$ cat src/rtl/one_four_demux_pkg.sv
// Shared constants for the one-to-four demux: channel count, select width, counter width.
package one_four_demux_pkg;

    localparam int unsigned NUM_CH = 4;
    localparam int unsigned SEL_W  = 2;
    localparam int unsigned CNT_W  = 8;

    // One-hot decode of a channel select.
    function automatic logic [NUM_CH-1:0] sel_onehot(input logic [SEL_W-1:0] sel);
        logic [NUM_CH-1:0] oh;
        oh      = '0;
        oh[sel] = 1'b1;
        return oh;
    endfunction

endpackage

$ cat src/rtl/one_four_demux_slot.sv
// One-entry holding register for a single demux channel (data word plus valid flag).
module demux_slot #(
    parameter int unsigned WIDTH = 8
) (
    input  logic             clk,
    input  logic             rst,
    input  logic             load,
    input  logic             drain,
    input  logic [WIDTH-1:0] d,
    output logic [WIDTH-1:0] q,
    output logic             valid
);

    logic [WIDTH-1:0] data_q;
    logic [WIDTH-1:0] data_d;
    logic             valid_q;
    logic             valid_d;

    // A load in the same cycle as a drain wins: the slot stays full with the new word.
    always_comb begin
        data_d  = data_q;
        valid_d = valid_q;
        if (drain) begin
            valid_d = 1'b0;
        end
        if (load) begin
            valid_d = 1'b1;
            data_d  = d;
        end
    end

    always_ff @(posedge clk) begin
        if (rst) begin
            data_q  <= '0;
            valid_q <= 1'b0;
        end else begin
            data_q  <= data_d;
            valid_q <= valid_d;
        end
    end

    assign q     = data_q;
    assign valid = valid_q;

endmodule

$ cat src/rtl/one_four_demux.sv
// Routes a valid/ready input stream to one of four single-entry output channels
// and counts accepted words.
module one_four_demux
    import one_four_demux_pkg::*;
#(
    parameter int unsigned WIDTH = 8
) (
    input  logic               clk,
    input  logic               rst,
    input  logic [SEL_W-1:0]   in_sel,
    input  logic [WIDTH-1:0]   in_data,
    input  logic               in_valid,
    output logic               in_ready,
    output logic [WIDTH-1:0]   out_data0,
    output logic [WIDTH-1:0]   out_data1,
    output logic [WIDTH-1:0]   out_data2,
    output logic [WIDTH-1:0]   out_data3,
    output logic [NUM_CH-1:0]  out_valid,
    input  logic [NUM_CH-1:0]  out_ready,
    output logic [CNT_W-1:0]   accept_count
);

    logic [NUM_CH-1:0] slot_valid;
    logic [NUM_CH-1:0] slot_load;
    logic [NUM_CH-1:0] slot_drain;
    logic [WIDTH-1:0]  slot_q [NUM_CH];
    logic              accept;

    logic [CNT_W-1:0]  accept_count_q;
    logic [CNT_W-1:0]  accept_count_d;

    // Ready when the target slot is empty or is being drained this cycle.
    assign in_ready = (~slot_valid[in_sel] | out_ready[in_sel]) & ~rst;
    assign accept   = in_valid & in_ready;

    always_comb begin
        slot_load  = '0;
        slot_drain = slot_valid & out_ready;
        if (accept) begin
            slot_load = sel_onehot(in_sel);
        end
    end

    for (genvar k = 0; k < NUM_CH; k++) begin : g_slot
        demux_slot #(
            .WIDTH (WIDTH)
        ) u_slot (
            .clk   (clk),
            .rst   (rst),
            .load  (slot_load[k]),
            .drain (slot_drain[k]),
            .d     (in_data),
            .q     (slot_q[k]),
            .valid (slot_valid[k])
        );
    end

    // Free-running accept counter; wraps naturally at 2^CNT_W.
    always_comb begin
        accept_count_d = accept_count_q;
        if (accept) begin
            accept_count_d = accept_count_q + CNT_W'(1);
        end
    end

    always_ff @(posedge clk) begin
        if (rst) begin
            accept_count_q <= '0;
        end else begin
            accept_count_q <= accept_count_d;
        end
    end

    assign out_valid    = slot_valid;
    assign out_data0    = slot_q[0];
    assign out_data1    = slot_q[1];
    assign out_data2    = slot_q[2];
    assign out_data3    = slot_q[3];
    assign accept_count = accept_count_q;

endmodule

$ cat config.mk
export PLATFORM = sky130hd
export DESIGN_NAME = one_four_demux
export DESIGN_NICKNAME = d
export VERILOG_FILES = /design/src/rtl/one_four_demux_pkg.sv /design/src/rtl/one_four_demux_slot.sv /design/src/rtl/one_four_demux.sv
export SDC_FILE = /design/constraint.sdc
export NUM_CORES = 1
export LEC_CHECK = 0
export CORE_UTILIZATION = 35
export CTS_CLUSTER_SIZE = 24
export DETAILED_ROUTE_END_ITERATION = 12
export PLACE_DENSITY = 0.68
export SLEW_MARGIN = 40
export SYNTH_ARGS = -nofsm -noshare
export SYNTH_HDL_FRONTEND = slang
export SYNTH_SLANG_ARGS = --single-unit
export TNS_END_PERCENT = 50
$ cat constraint.sdc
create_clock -name clk -period 4.86 [get_ports clk]
set_input_delay 0.486 -clock clk [delete_from_list [all_inputs] [get_ports clk]]
set_output_delay 0.486 -clock clk [all_outputs]
set_load 0.01 [all_outputs]
==> run summary <==
Status: completed
Cell taking the most area after synthesis: dfxtp_1
Register-to-Register Path Depth: 4
CTS clk-pin slew, worst paths: 0.07 ns
Worst Path Required: 4.37 ns
Num CTS Buffers: 5
CORE AREA: 4750 um2
Cts hold-fix bufs: 0
Switching share of total power: 21.9%
CTS root buf: clkbuf_8
Worst Path Max Fanout: 16
Post-synth EDFFs: 0
Die Height: 72.6 um
Row count: 25
Mean Syn Cell Area: 9.81 um2
Comb pwr share: 9.7%
Fraction of layout cells with a size suffix above 1: 6.81%
Least-Margin Pin Slew: 0.768 ns
Hold Startpoint: g_slot[0].u_slot.q[5]$_SDFFE_PP0P_
Top-count cell post-synth: dfxtp_1
Worst R2R End: accept_count[7]$_SDFFE_PP0P_
First-pass GRT wire length: 6220 um
Nets: 252
Htree depth: 2
GRT overflow: 0
Syn. warnings: 0
Die width: 72.6 um
Largest net degree at the start of global routing: 49
Port Buf Inserts: 61
Initial DRC count: 72
P_sw: 0.156 mW
Ys flop type: dfxtp_1
Max IR drop VDD: 0.000188 V
CTS tree: built
Slowest stage delay, CP: 0.69 ns
Post-DP HPWL: 2530 um
Detailed Route WL: 3790 um
Initial antenna violation count: 0
WHS Path Cells: 2
Fin. Hold Viols: 0
DRC Markers: 0
WL/cell: 12.5 um
Starting Density: 36.7%
Sequential share of power: 52.2%
Crit end category: primary output
R2r startpoint: g_slot[0].u_slot.valid$_SDFFE_PP0P_
Die Area: 5280 um2
Power Density: 284 nW/um2
RD Place Congestion: 0.733
Fin crit share: 61.1%
Clk pwr share: 38.1%
Maximum clock path buffer count: 2
Most frequent CP cell: clkdlybuf4s50_1
Startpoint Class: input port
Synthesis-stage register bit count: 44
Hold EP: g_slot[0].u_slot.q[5]$_SDFFE_PP0P_
Cell variety after synth: 28
Share of the synthesized area in the top cell type: 50.4%
Top cells by count, synth: dfxtp_1 (44), nor2_1 (38), mux2i_1 (32), a21oi_1 (8), o21ai_0 (6)
CTS resizes: 0
Mapped Area: 1750 um2
Post-CTS Setup Bufs: 0
Seq/Total Area, Yosys: 50.4%
Vias: 1397
Syn_nets: 196
Int Pwr: 0.558 mW
Vias per std cell: 4.63
F_max: 337 MHz
Area grow syn2layout: 43.8%
DRT antenna net count: 0
Diode count: 0
GRT Util Overall: 15.6%
Leak: 0.978 nW
Clock Sink Count: 44
Hold Crit Class: reg -> reg
Final Critical Period: 2.97 ns
WP data arrival: 2.48 ns
MaxCap Viol Count: 0
Fin util: 52.8%
Worst path slowest cell: mux4_2
Final Setup Violations: 0
RSZ-0062 raised after global routing: no
Slew HR: 48.5%
Main area contributors after synthesis: dfxtp_1 (50%), mux2i_1 (18%), nor2_1 (8.2%), a21oi_1 (2.3%), nor2b_1 (1.8%)
Clk_skew: 0.00572 ns
Worst path cell trace: clkdlybuf4s50_1 > mux4_2 > nor2_1 > clkdlybuf4s50_1
Syn Inst Count: 178
Worst skew pair latency: 0.29 ns
Fin Setup TNS: 0 ns
Synth async-reset ratio: 0%
Vias in the first global route: 1318
Fin. max-slew vios: 0
# IOs: 62
R2R Setup Slk: 2.97 ns
Drt first pass iters: 4
Crit Path Class: in -> out
==> cell families (layout without fill, tap and decap cells) <==
| family | after synthesis | count (layout) | share of synthesized area (%) |
|---|---|---|---|
| buffers and inverters | 17 | 74 | 4.87 |
| DFF | 44 | 44 | 50.4 |
| and+or+nand+nor | 66 | 66 | 18.8 |
| muxes | 34 | 34 | 20.3 |
| adders and majority gates | 1 | 1 | 0.716 |
| AOI/OAI and AO/OA | 16 | 16 | 4.94 |
==> area by class of cell <==
class | count | area [um2]
clock buffer | 5 | 68.8
inverter | 3 | 11.3
timing repair buffer | 63 | 623
sequential | 44 | 881
multi-input combinational | 117 | 802
tap | 67 | 83.8
clock inverter | 3 | 42.5
fill | 471 | 2240
==> worst max-delay path, delay by kind of cell <==
| family | cells | cell delay [ns] |
|---|---|---|
| buf+inv | 2 | 1.17 |
| mux | 1 | 0.69 |
| simple gates | 1 | 0.13 |
==> metal layers <==
| metal | vias up | global-route usage, % | share of wire (%) | routed length (um) |
|---|---|---|---|---|
| met1 | 634 | 19.8 | 47 | 1780 |
| met3 | 2 | 5.39 | 6.2 | 236 |
| li1 | 721 | - | - | - |
| met2 | 40 | 24.4 | 46 | 1740 |
| met5 | - | 0 | 0 | 0 |
| met4 | 0 | 5.88 | 0.90 | 34 |
==> placed cells by master, fill, tap and decap left out, types with 2 or more instances in the layout <==
cell type         n
nand2_1           3
clkbuf_8          5
nor2b_1           5
buf_4             3
dfxtp_1          44
inv_1             3
a21oi_1           8
nand2b_1          2
mux2i_1          32
nor2_1           38
o21ai_0           6
clkdlybuf4s50_1  60
or3_1             5
nand4_1           4
==> power groups by stage <==
stage               clock (mW)  sequential (mW)  combinational, mW
floorplan                    0            0.384             0.0275
global placement             0            0.382             0.0689
detailed placement           0            0.382             0.0695
CTS                      0.283            0.373             0.0697
global route             0.295            0.374             0.0757
finish                   0.272            0.373             0.0691
==> worst max-delay path by stage <==
| stage | startpoint | endpoint | slack [ns] | cells after the start |
|---|---|---|---|---|
| finish | in_sel[0] | in_ready | 1.89 | 4 |
| global route | in_sel[0] | in_ready | 1.81 | 4 |
| CTS | in_sel[0] | in_ready | 1.88 | 4 |
| detailed placement | in_sel[0] | in_ready | 1.89 | 4 |
| global placement | in_sel[0] | in_ready | 1.89 | 4 |
| floorplan | out_ready[0] | in_ready | 3.00 | 4 |
==> registers in the layout, indices dropped and copies added (netlist names) <==
signal,cells
accept_count,8
g_slot.u_slot.q,32
g_slot.u_slot.valid,4
==> stage by stage <==
stage / area, um2 / setup WS (ns) / instances / total power [mW] / hold WS, ns
after CTS: 2510 / 1.88 / 302 / 0.725 / 0.504
after floorplan: 1750 / 3.00 / 178 / 0.412 / 0.479
after global placement: 2390 / 1.89 / 293 / 0.450 / 0.474
after global routing: 2510 / 1.81 / 302 / 0.744 / 0.529
final: 2510 / 1.89 / 302 / 0.714 / 0.497
after detailed placement: 2400 / 1.89 / 294 / 0.451 / 0.484
Note: power is estimated with default switching activity, not from simulation.
